`src/rtl/sum_res_norm.sv`:
```
// bfloat16 add/sub back end: mantissa add/subtract, then normalize, round-to-nearest-even
// and pack. Two-stage elastic pipeline with valid/ready on both sides.
module sum_res_norm (
  input  logic        clk_i,
  input  logic        rst_ni,
  input  logic        valid_i,
  output logic        ready_o,
  input  logic        sign_a_i,
  input  logic        sign_b_i,
  input  logic [7:0]  exp_i,
  input  logic [10:0] mant_a_i,
  input  logic [10:0] mant_b_i,
  output logic        valid_o,
  input  logic        ready_i,
  output logic [15:0] result_o,
  output logic        overflow_o,
  output logic        zero_o
);

  logic        r_s1_valid;
  logic        r_s1_sign;
  logic [7:0]  r_s1_exp;
  logic [11:0] r_s1_sum;

  logic        r_valid;
  logic [15:0] r_result;
  logic        r_ovf;
  logic        r_zero;

  logic        w_s2_ready;
  logic        w_sub;
  logic        w_a_ge_b;
  logic [11:0] w_sum;

  assign w_s2_ready = !r_valid | ready_i;
  assign ready_o    = !r_s1_valid | w_s2_ready;
  assign w_sub      = sign_a_i ^ sign_b_i;
  assign w_a_ge_b   = mant_a_i >= mant_b_i;

  always_comb begin
    w_sum = {1'b0, mant_a_i} + {1'b0, mant_b_i};
    if (w_sub) begin
      w_sum = w_a_ge_b ? {1'b0, mant_a_i - mant_b_i} : {1'b0, mant_b_i - mant_a_i};
    end
  end

  always_ff @(posedge clk_i or negedge rst_ni) begin
    if (!rst_ni) begin
      r_s1_valid <= 1'b0;
      r_s1_sign  <= 1'b0;
      r_s1_exp   <= 8'h00;
      r_s1_sum   <= 12'h000;
    end else if (ready_o) begin
      r_s1_valid <= valid_i;
      if (valid_i) begin
        r_s1_sum  <= w_sum;
        r_s1_sign <= w_a_ge_b ? sign_a_i : sign_b_i;
        r_s1_exp  <= exp_i;
      end
    end
  end

  logic        w_carry;
  logic [3:0]  w_lz;
  logic [10:0] w_n;
  logic        w_sticky;
  logic [9:0]  w_e;
  logic        w_up;
  logic [7:0]  w_frac_rnd;
  logic [15:0] w_result;
  logic        w_ovf;
  logic        w_zero;

  always_comb begin
    // Upward scan: the last set bit seen is the MSB of s[10:0].
    w_lz = 4'd0;
    for (int i = 0; i <= 10; i++) begin
      if (r_s1_sum[i]) w_lz = 4'(10 - i);
    end
    w_carry  = r_s1_sum[11];
    w_n      = w_carry ? r_s1_sum[11:1] : (r_s1_sum[10:0] << w_lz);
    w_sticky = w_carry & r_s1_sum[0];
    w_e      = w_carry ? {2'b00, r_s1_exp} + 10'd1 : {2'b00, r_s1_exp} - {6'b0, w_lz};

    w_up       = w_n[2] & (w_n[1] | w_n[0] | w_sticky | w_n[3]);
    w_frac_rnd = {1'b0, w_n[9:3]} + {7'b0, w_up};
    // Fraction wrapped to zero; the hidden bit moves into the exponent.
    if (w_frac_rnd[7]) w_e = w_e + 10'd1;

    w_result = {r_s1_sign, w_e[7:0], w_frac_rnd[6:0]};
    w_ovf    = 1'b0;
    w_zero   = 1'b0;
    if (r_s1_sum == 12'h000) begin
      w_result = 16'h0000;
      w_zero   = 1'b1;
    end else if (!w_carry && (r_s1_exp <= {4'b0, w_lz})) begin
      w_result = {r_s1_sign, 15'h0000};
      w_zero   = 1'b1;
    end else if (w_e >= 10'd255) begin
      w_result = {r_s1_sign, 8'hFF, 7'h00};
      w_ovf    = 1'b1;
    end
  end

  always_ff @(posedge clk_i or negedge rst_ni) begin
    if (!rst_ni) begin
      r_valid  <= 1'b0;
      r_result <= 16'h0000;
      r_ovf    <= 1'b0;
      r_zero   <= 1'b0;
    end else if (w_s2_ready) begin
      r_valid <= r_s1_valid;
      if (r_s1_valid) begin
        r_result <= w_result;
        r_ovf    <= w_ovf;
        r_zero   <= w_zero;
      end
    end
  end

  assign valid_o    = r_valid;
  assign result_o   = r_result;
  assign overflow_o = r_ovf;
  assign zero_o     = r_zero;

endmodule

```
`config.mk`:
```
export PLATFORM = sky130hd
export DESIGN_NAME = sum_res_norm
export DESIGN_NICKNAME = d
export VERILOG_FILES = /design/src/rtl/sum_res_norm.sv
export SDC_FILE = /design/constraint.sdc
export NUM_CORES = 1
export LEC_CHECK = 0
export BUFFER_PORTS_ARGS = -buffer_cell sky130_fd_sc_hd__buf_2
export CORE_MARGIN = 5
export CORE_UTILIZATION = 60
export DETAILED_ROUTE_END_ITERATION = 10
export PLACE_DENSITY = 0.81
export SLEW_MARGIN = 20
export SYNTH_ARGS = -nofsm -noshare
export SYNTH_HDL_FRONTEND = slang
export SYNTH_SLANG_ARGS = --single-unit
export TNS_END_PERCENT = 5
```
`constraint.sdc`:
```
create_clock -name clk_i -period 5.3 [get_ports clk_i]
set_input_delay 0.53 -clock clk_i [delete_from_list [all_inputs] [get_ports clk_i]]
set_output_delay 0.53 -clock clk_i [all_outputs]
set_load 0.01 [all_outputs]
```
==> flow_summary.yaml <==
drt:
  drt_iter0_drc: 228
  via_per_inst: 6.30
  firstDrtPassIters: 6
  ant_nets: 0
  num_vias: 4746
  wl_um: 12700
  drc: 0
  wire_per_inst_um: 16.9
timing:
  hold_viol: 0
  fin_tns_setup_ns: 0
  report.final.slew_viol_count: 0
  slew_headroom: 0.367
  fin_crit_sh: 0.907
  fin_hold_ws_ns: 0.355
  setup_ws_ns: 0.492
  fmax_mhz: 208
  worstMarginPinSlew_ns: 0.947
  min_period_ns: 4.81
  setup_viol: 0
  finClkSkew_ns: 0.00858
  rsz0062_at_grt: "false"
floorplanning:
  num_io_pins: 56
  die-area_sq_mm: 0.00983
  rows: 32
  floorplan.initialDensity: 0.617
  die_h_um: 99.1
  fp.dieW_um: 99.1
  core_sq_mm: 0.00773
placement:
  port_buffers: 55
  place_hpwl_um: 10300
  gp_congestion: 1.04
  dp.cells: 745
  post_dp_cell_area_sq_mm: 0.00508
  place_ws_ns: 0.537
yosys:
  synthDistinctLibCells: 88
  syn_area_sq_mm: 0.00477
  ys_top_cells_by_area: "dfrtp_1, ha_1, nand2_1"
  synthCells: 608
  syn-num-nets: 687
  synthArstFlopShare: 1.00
  syn_area_per_cell_sq_um: 7.84
  yosysWarnings: 0
  ys_ff_latch: 41
  yosysTopAreaCell: "dfrtp_1"
  yosysTopAreaCellShare: 0.215
  synth_ff_type: "dfrtp_1"
  synth_edf_count: 0
  ys_seq_area_frac: 0.215
clocking:
  clockRootBuffer: "clkbuf_8"
  cts.htree.levels: 2
  cts_made_buffers: 5
  clk_pin_slew_ns: 0.08
  clockBufferDepth: 2
  cts_resized: 0
  cts.sinks: 41
  clkLatencyLatePin_ns: 0.29
  post-cts-setup-buffer-count: 0
  holdBufCountCts: 0
  cts_tree: "built"
power_and_ir_drop:
  internal-power_mw: 0.968
  p_per_area_mw_per_mm2: 361
  p_sw_mw: 0.902
  power_frac_comb: 0.613
  switching_share: 0.483
  leakage_nw: 2.35
  p_clk_frac: 0.123
  ir_worst_vdd_mv: 0.137
  power_frac_seq: 0.265
  total_power_mw: 1.87
layout:
  layout-drive-gt1-share: 0.164
  design_area_sq_mm: 0.00518
  area_growth_pct: 8.66
  multi_input_area_sq_mm: 0.00341
  fillCellCount: 642
  final_util: 0.670
  diodes: 0
  final_nets: 729
  ff_latch_area_sq_mm: 0.00103
  stdcell_count: 753
critical_path:
  critPathKind: "reg2reg"
  worstPathArrival_ns: 4.99
  worstSetupEndpointType: "flop"
  cp.required_ns: 5.49
  crit_path_max_fanout: 13
  r2r_end: "result_o[1]"
  r2r_slack_ns: 0.49
  reg2reg_from: "r_s1_sum[1]"
  cp-start-kind: "flop"
  r2r_cells: 15
  cp-startpoint: "r_s1_sum[1]"
  cp-endpoint: "result_o[1]"
status:
  status: "finished clean"
grt:
  grt.total_usage: 0.257
  grt_max_degree: 42
  grt_pass1_vias: 4576
  grt_pass1_wl_um: 21100
  overflow: 0
  antenna_found_initial: 0
job:
  cap_viol_max_count: 0
hold_path:
  hold_path.class: "in2async"
[registers in the layout, summed over array words and instances (netlist names)]
name        count
r_s1_sum       12
r_s1_sign       1
valid_o         1
r_s1_valid      1
r_s1_exp        8
zero_o          1
overflow_o      1
result_o       16
[synth_stat cells (5+ instances only)]
| master | count |
|---|---|
| a211oi_1 | 6 |
| nand4_1 | 9 |
| o31ai_1 | 5 |
| nand3_1 | 12 |
| nand2b_1 | 9 |
| nor3_1 | 20 |
| xor2_1 | 8 |
| a32o_1 | 7 |
| nand2_1 | 72 |
| o21ai_1 | 7 |
| o21bai_1 | 5 |
| a21oi_1 | 38 |
| o22ai_1 | 6 |
| ha_1 | 39 |
| o211ai_1 | 12 |
| nor2_1 | 39 |
| nor2b_1 | 5 |
| o21ai_0 | 47 |
| mux2_2 | 5 |
| inv_1 | 50 |
| mux2i_1 | 11 |
| or3_1 | 8 |
| clkbuf_1 | 14 |
| xnor2_1 | 15 |
| and2_1 | 6 |
| a21o_1 | 10 |
| dfrtp_1 | 41 |
[worst min-delay path by stage]
stage	startpoint	end	cells after the start
detailed placement	result_o[15]	result_o[15]	2
finish	rst_ni	result_o[12]	1
global placement	result_o[7]	result_o[7]	2
floorplan	rst_ni	overflow_o	0
global route	exp_i[6]	r_s1_exp[6]	3
CTS	rst_ni	result_o[12]	1
[cell type report]
cell class	count	share of cell area
inverter	54	0.0391
timing repair buffer	60	0.0604
clock buffer	7	0.0186
multi-input combinational	488	0.658
sequential	41	0.198
tap	102	0.0246
clock inverter	1	0.000966
[critical path: stages (launching register included)]
cell and delay, ns:
dfrtp_1 0.46, or3b_1 0.45, nor4b_4 0.16, nor2_2 0.45
inv_2 0.16, ha_1 0.32, nor2b_1 0.15, o211a_1 0.24
a2111oi_0 0.39, a21o_1 0.26, nand2_1 0.14, xor2_1 0.15
or4b_2 0.65, a211oi_2 0.27, a221oi_4 0.16, a32o_1 0.29
[routing by layer]
metal  track usage  up-vias  share of wire
li1              -     2275              -
met1         0.298     2240           0.41
met2         0.475      183           0.50
met3        0.0309       48          0.056
met4         0.110        0          0.039
met5             0        -              0
[placed cells by master, fill, tap and decap left out, drive strengths merged, types with 7 or more instances in the layout]
cell	synthesis	layout
nand2	72	72
buf	11	60
o21ai	58	58
inv	53	53
nor2	42	42
dfrtp	41	41
ha	39	39
a21oi	39	39
nor3	20	20
xnor2	15	15
nand3	13	13
o211ai	12	12
mux2i	12	12
a21o	10	10
nand2b	9	9
nand4	9	9
or3	8	8
xor2	8	8
a211oi	8	8
and2	8	8
a32o	7	7
clkbuf	14	7
o22ai	7	7
[kinds of logic after synthesis]
kind of cell | share of synthesized area
simple gates | 0.232
compound gates | 0.281
buf+inv | 0.0696
fa+ha+maj | 0.119
flops | 0.215
xor+xnor | 0.0423
mux | 0.0402
[power groups by stage]
stage	clock, mW	combinational, mW	sequential, mW
floorplan	0	0.854	0.484
global placement	0	1.11	0.494
detailed placement	0	1.13	0.502
CTS	0.231	1.13	0.495
global route	0.245	1.26	0.510
finish	0.229	1.15	0.495
Power figures use the tool's default switching activity.
